==> src/rtl/mult_sequencer_pkg.sv <==
// Shared definitions for the shift-and-add multiplier sequencer.
package mult_sequencer_pkg;

    localparam int WIDTH_DEF = 4;

    typedef enum logic [1:0] {
        IDLE = 2'd0,
        RUN  = 2'd1,
        DONE = 2'd2
    } state_t;

endpackage

==> src/rtl/mult_sequencer_adder_rc.sv <==
// Ripple-carry adder assembled from single-bit full-adder cells.
module fa_cell (
    input  logic a,
    input  logic b,
    input  logic cin,
    output logic sum,
    output logic cout
);
    assign sum  = a ^ b ^ cin;
    assign cout = (a & b) | (cin & (a ^ b));
endmodule

module adder_rc #(
    parameter int WIDTH = 4
) (
    input  logic [WIDTH-1:0] a,
    input  logic [WIDTH-1:0] b,
    input  logic             cin,
    output logic [WIDTH-1:0] sum,
    output logic             cout
);
    logic [WIDTH:0] c;

    assign c[0] = cin;
    assign cout = c[WIDTH];

    for (genvar i = 0; i < WIDTH; i++) begin : g_bit
        fa_cell u_fa (
            .a   (a[i]),
            .b   (b[i]),
            .cin (c[i]),
            .sum (sum[i]),
            .cout(c[i+1])
        );
    end
endmodule

==> src/rtl/mult_sequencer.sv <==
// Sequential unsigned multiplier: one conditional add-and-shift per RUN cycle
// through a single shared ripple-carry adder.
module mult_sequencer
    import mult_sequencer_pkg::*;
#(
    parameter int WIDTH = WIDTH_DEF
) (
    input  logic               Clock,
    input  logic               Resetn,
    input  logic               Start,
    input  logic [WIDTH-1:0]   A,
    input  logic [WIDTH-1:0]   B,
    output logic [2*WIDTH-1:0] Product,
    output logic               Busy,
    output logic               Done
);
    localparam int CW = $clog2(WIDTH) + 1;
    localparam logic [CW-1:0] LAST = CW'(WIDTH - 1);

    state_t          state;
    logic [WIDTH-1:0] m, q, acc, addend, sum;
    logic            carry;
    logic [CW-1:0]   count;

    // Step counter increments with a half-adder chain so the datapath adder stays the only '+' path.
    function automatic logic [CW-1:0] incr(input logic [CW-1:0] v);
        logic [CW-1:0] r;
        logic          c;
        c = 1'b1;
        for (int i = 0; i < CW; i++) begin
            r[i] = v[i] ^ c;
            c    = v[i] & c;
        end
        return r;
    endfunction

    assign addend = q[0] ? m : '0;

    adder_rc #(.WIDTH(WIDTH)) u_adder (
        .a   (acc),
        .b   (addend),
        .cin (1'b0),
        .sum (sum),
        .cout(carry)
    );

    always_ff @(posedge Clock or negedge Resetn) begin
        if (!Resetn) begin
            state   <= IDLE;
            m       <= '0;
            q       <= '0;
            acc     <= '0;
            count   <= '0;
            Product <= '0;
            Busy    <= 1'b0;
            Done    <= 1'b0;
        end else begin
            case (state)
                IDLE: begin
                    if (Start) begin
                        m     <= A;
                        q     <= B;
                        acc   <= '0;
                        count <= '0;
                        state <= RUN;
                        Busy  <= 1'b1;
                    end
                end
                RUN: begin
                    acc   <= {carry, sum[WIDTH-1:1]};
                    q     <= {sum[0], q[WIDTH-1:1]};
                    count <= incr(count);
                    // Final step: capture the shifted {Acc,Q} pair directly.
                    if (count == LAST) begin
                        Product <= {carry, sum, q[WIDTH-1:1]};
                        state   <= DONE;
                        Busy    <= 1'b0;
                        Done    <= 1'b1;
                    end
                end
                DONE: begin
                    state <= IDLE;
                    Done  <= 1'b0;
                end
                default: begin
                    state <= IDLE;
                    Busy  <= 1'b0;
                    Done  <= 1'b0;
                end
            endcase
        end
    end
endmodule

==> config.mk <==
export PLATFORM = sky130hd
export DESIGN_NAME = mult_sequencer
export DESIGN_NICKNAME = d
export VERILOG_FILES = /design/src/rtl/mult_sequencer_pkg.sv /design/src/rtl/mult_sequencer_adder_rc.sv /design/src/rtl/mult_sequencer.sv
export SDC_FILE = /design/constraint.sdc
export NUM_CORES = 1
export LEC_CHECK = 0
export ABC_AREA = 1
export CORE_ASPECT_RATIO = 1.75
export CORE_MARGIN = 2
export CORE_UTILIZATION = 55
export DETAILED_ROUTE_END_ITERATION = 6
export DONT_BUFFER_PORTS = 1
export GPL_ROUTABILITY_DRIVEN = 0
export GPL_TIMING_DRIVEN = 0
export PLACE_DENSITY = 0.7
export SYNTH_ARGS = -nofsm -noshare
export SYNTH_HDL_FRONTEND = slang
export SYNTH_SLANG_ARGS = --single-unit
==> constraint.sdc <==
create_clock -name Clock -period 5.1 [get_ports Clock]
set_input_delay 1.02 -clock Clock [delete_from_list [all_inputs] [get_ports Clock]]
set_output_delay 1.02 -clock Clock [all_outputs]
set_load 0.01 [all_outputs]
# [Yosys cells after proc, flatten, opt, wreduce, memory -nomap -nowiden]
# Index checks and enable logic that the tools add are counted.
[totals] register_bits=27 input_bits=11 out_inout_bits=10 wordCells=59
[classes] eq_ne=5 mux=15 n_bitwise=23 n_reduce_logical=8
[ops] cell="4-bit one-hot mux with 2 select lines" count=2
[ops] cell="4-bit two-way mux" count=3
[ops] cell="2-bit AND reduction" count=5
[ops] cell="1-bit bitwise XOR" count=9
[ops] cell="1-bit bitwise AND" count=8
[ops] cell="3-bit one-hot mux with 2 select lines" count=1
[ops] cell="2-bit two-way mux" count=2
[ops] cell="2-bit inequality test, second input constant" count=2
[ops] cell="2-bit one-hot mux with 2 select lines" count=1
[ops] cell="3-bit by 2-bit == test with 1-bit output, second input constant" count=1
[ops] cell="1-bit two-way mux" count=3
[ops] cell="3-bit two-way mux" count=1
[ops] cell="1-bit inverter" count=3
[ops] cell="1-bit bitwise OR" count=3
[ops] cell="1-bit one-hot mux with 3 select lines" count=1
[ops] cell="3-bit AND reduction" count=1
[ops] cell="2-bit by 1-bit == test with 1-bit output, second input constant" count=1
[ops] cell="2-bit == test, second input constant" count=1
[ops] cell="2-bit zero test" count=1
[ops] cell="1-bit one-hot mux with 2 select lines" count=1
[ops] cell="2-bit nonzero test" count=1

# [Longest topological paths before layout]
[depth] ltp_word=9 depth_mapped=8 mapped_depth_nobuf=8

# [Hierarchy]
# From an unflattened synthesis, not the netlist that was laid out.
[unflattened] hier_cells=143 area_unflattened_um2=1252.5
[by_module_without_submodules] mod="mult_sequencer" n_inst=1 cells_each=139 area_each_um2=1172.4 seq_area_each_um2=675.6
[by_module_without_submodules] mod="fa_cell" n_inst=4 cells_each=1 area_each_um2=20.0 seq_area_each_um2=0.0

# [Worst setup path after synthesis]
# Ideal clock, no wire load.
[synth_path] path_type="register to register" startpoint="reg q[0]" endpoint="reg acc[2]" setup_ps=83 t_arrival_ps=2042 t_required_ps=5017 slack_ps=2975 path_stages_with_launch=9 n_path_buf=0 synth_period_minus_slack_ps=2125 cell_sequence="dfrtp_1 nand2_1 inv_1 ha_1 fa_1 fa_1 inv_1 fa_1 o21ai_0"
[synth_via] elab_chain_cells=8 elab_cells_between_ends=13 cone_classes="2 x mux; 11 x bitwise"
[synth_lines] item="from (decl)" line_no="mult_sequencer.sv:21" rtl="logic [WIDTH-1:0] m, q, acc, addend, sum;"
[synth_lines] item="from (signal assigned)" line_no="mult_sequencer.sv:71" rtl="q <= {sum[0], q[WIDTH-1:1]};"
[synth_lines] item="4-bit two-way mux *" line_no="mult_sequencer.sv:37" rtl="assign addend = q[0] ? m : '0;"
[synth_lines] item="1-bit bitwise AND or 1-bit bitwise XOR (tied branches)" line_no="mult_sequencer_adder_rc.sv:10" rtl="assign cout = (a & b) | (cin & (a ^ b));"
[synth_lines] item="1-bit bitwise AND" line_no="mult_sequencer_adder_rc.sv:10"
[synth_lines] item="1-bit bitwise OR" line_no="mult_sequencer_adder_rc.sv:10"
[synth_lines] item="1-bit bitwise AND" line_no="mult_sequencer_adder_rc.sv:10"
[synth_lines] item="1-bit bitwise OR" line_no="mult_sequencer_adder_rc.sv:10"
[synth_lines] item="1-bit bitwise XOR *" line_no="mult_sequencer_adder_rc.sv:9" rtl="assign sum = a ^ b ^ cin;"
[synth_lines] item="4-bit one-hot mux with 2 select lines *" line_no="mult_sequencer.sv:58" rtl="case (state)"
[synth_lines] item="to (signal assigned)" line_no="mult_sequencer.sv:70" rtl="acc <= {carry, sum[WIDTH-1:1]};"
[synth_lines] item="to (decl)" line_no="mult_sequencer.sv:21"
# Mark *: on every way between the ends. The rest lies on a longest branch, timed or not.
# A chain may end at the register's enable or synchronous reset.

# [Final worst setup path]
# Ends and elaborated chain as after synthesis.

==> impl_metrics.csv <==
group,metric,value,unit
timing,rsz0062_at_grt,"false",
clock_tree,cts_buffers,3,
worst_setup_path,r2r_cells,8,
power,clkPwrFrac,14.9,%
place,dp_slack,2.84,ns
floorplanning,core,2240,um^2
floorplanning,start_util,56.5,%
power,pwr-share-comb,39.5,%
clock_tree,insertion_delay,0.28,ns
clock_tree,tritoncts,"built",
cells_and_area,final_nets,162,
place,dpl.hpwl,1730,um
cells_and_area,drive_above_1_share,13.2,%
timing,max_clock_freq,437,MHz
timing,period_share,44.9,%
timing,fin_skew,0.00850,ns
floorplanning,die_w,40.3,um
timing,post-route-min-period,2.29,ns
grt,grt_pass1_wl,3950,um
worst_hold_path,hp-class,"primary input to async pin",
power,p_seq_share,45.6,%
synth,synthCells,140,
worst_setup_path,r2r_end,"acc[2]",
run,drv_cap,0,
worst_setup_path,required,5.30,ns
drt,drc,0,
clock_tree,ctsResizeCount,0,
timing,fin_ws,2.81,ns
drt,top_layer_used,"met4",
worst_setup_path,crit_fanout,5,
floorplanning,dieArea,2720,um^2
grt,grt.total_usage,21.2,%
clock_tree,cts-root-buf,"clkbuf_8",
power,p_switching,353,uW
cells_and_area,syn2layout_area_growth,6.31,%
power,ir_drop,252,uV
worst_setup_path,end_kind,"flip-flop",
clock_tree,cts_max_path_buffers,2,
drt,post_drt_wl_per_cell,13.8,um
timing,hold_viol,0,
grt,antenna_found_initial,0,
drt,vias,928,
synth,yosysWarnings,0,
worst_setup_path,setup.worst_path.start_class,"flip-flop",
floorplanning,die_h,67.5,um
timing,final-setup-viol-count,0,
floorplanning,ios,21,
floorplanning,rows,23,
clock_tree,cts.sinks,27,
timing,setup_tns,0,ns
drt,drt_wl_total,2330,um
power,total_power,839,uW
place,port_buffers,0,
worst_setup_path,worstSetupPathType,"flip-flop to flip-flop",
power,p_per_area,622,nW/um^2
worst_setup_path,r2r-start,"q[0]",
timing,tightestPinTransition,0.241,ns
synth,syn_area,1270,um^2
synth,synth_cell_types,19,
drt,drt_iter0_markers,39,
timing,slew-limit-headroom,83.9,%
power,sw_frac_of_total,42.0,%
drt,firstDrtPassIters,4,
synth,yosysSeqAreaShare,53.3,%
clock_tree,clk_pin_slew,0.10,ns
synth,avgSynthCellArea,9.06,um^2
power,p_leak,0.000723,uW
grt,grt_max_degree,28,
drt,ant_nets,0,
cells_and_area,n_antenna_cell,0,
clock_tree,cts.htree.levels,1,
drt,wl_met1,929,um
timing,drv_slew,0,
grt,first_global_vias,924,
run_status,status,"complete, no violations",
synth,syn_nets,157,
clock_tree,ctsHoldBuffers,0,
power,p_int,487,uW
worst_setup_path,reg2reg_slack,2.81,ns
synth,synth_seq_cells,27,
drt,wl_met3,86,um
clock_tree,post_cts_buffers,0,
grt,grt-ovfl-total,0,
worst_setup_path,worst_ep_arrival_time,2.49,ns
drt,via_per_inst,5.49,
timing,whs,0.417,ns
drt,wl_met2,1260,um
## kinds of logic (layout without fill, tap and decap cells)
logic type	Yosys count	count (layout)	share of synthesized area (%)
buffers and inverters	17	21	6.61
AO/OA/AOI/OAI	9	9	4.44
flip-flops	27	27	53.3
AND/OR/NAND/NOR	81	81	28.0
adder cells (fa/ha/maj)	6	6	7.69
## flip-flops by register name (all words and copies together), names as in the netlist
signal and flops:
m 4, count 3, acc 4, Done 1, state 2, Product 8, Busy 1, q 4
## routing by layer
| metal | vias up | global-route usage [%] |
|---|---|---|
| met4 | 0 | 8.75 |
| met3 | 5 | 2.63 |
| met5 | - | 0 |
| met1 | 452 | 24.2 |
| met2 | 25 | 37.7 |
| li1 | 446 | - |
## Yosys cell counts
cell type	instances	area [um^2]
nand2_1	55	206
dfrtp_1	27	676
nand3_1	17	85.1
inv_1	10	37.5
o21ai_0	5	25.0
fa_1	3	60.1
ha_1	3	37.5
nor2_1	3	11.3
o21ai_2	3	26.3
buf_6	2	22.5
inv_2	2	7.51
nand2_2	2	12.5
nand2_4	2	22.5
a21oi_1	1	5.00
buf_2	1	5.00
buf_4	1	7.51
clkinv_1	1	3.75
nor2_2	1	6.26
nor2_4	1	11.3
## placed cells by master, fill, tap and decap left out
master	count
nand2_2	2
buf_2	1
fa_1	3
o21ai_0	5
nor2_1	3
a21oi_1	1
dfrtp_1	27
o21ai_2	3
nand3_1	17
nand2_4	2
clkinv_1	1
inv_1	10
nand2_1	55
nor2_2	1
buf_4	1
clkbuf_8	3
inv_2	2
clkinvlp_4	1
buf_6	2
nor2_4	1
ha_1	3
## worst max-delay path, stage by stage (launching register included)
cell	delay, ns
dfrtp_1	0.43
nand2_1	0.08
inv_1	0.04
ha_1	0.19
fa_1	0.38
fa_1	0.37
inv_1	0.08
fa_1	0.44
o21ai_0	0.19
## power groups by stage
stage / combinational [uW] / clock, uW / sequential, uW
after global placement: 315 / 0 / 382
after CTS: 334 / 126 / 383
after floorplan: 267 / 0 / 371
after global routing: 383 / 133 / 397
after detailed placement: 329 / 0 / 387
final: 331 / 125 / 383
## per-stage QoR
step	area, um^2	util, %	cells
2_1_floorplan	1270	-	140
3_3_place_gp	1300	57.9	165
3_5_place_dp	1300	57.9	165
4_1_cts	1350	60.1	169
5_1_grt	1350	60.1	169
6_report	1350	60.1	169
## final cells by class
class | count | area (um^2)
multi-input combinational | 96 | 509
clock buffer | 3 | 41.3
fill | 190 | 896
tap | 25 | 31.3
sequential | 27 | 676
clock inverter | 1 | 7.51
inverter | 13 | 48.8
buffer | 4 | 35.0
## worst max-delay path by stage
stage | from | endpoint | slack, ns | cells after the start
finish | q[0] | acc[2] | 2.81 | 8
global placement | q[0] | acc[2] | 2.87 | 8
CTS | q[0] | acc[2] | 2.81 | 8
global route | q[0] | acc[2] | 2.65 | 8
detailed placement | q[0] | acc[2] | 2.84 | 8
floorplan | q[0] | acc[2] | 2.98 | 8
(Power assumes the default switching activity.)
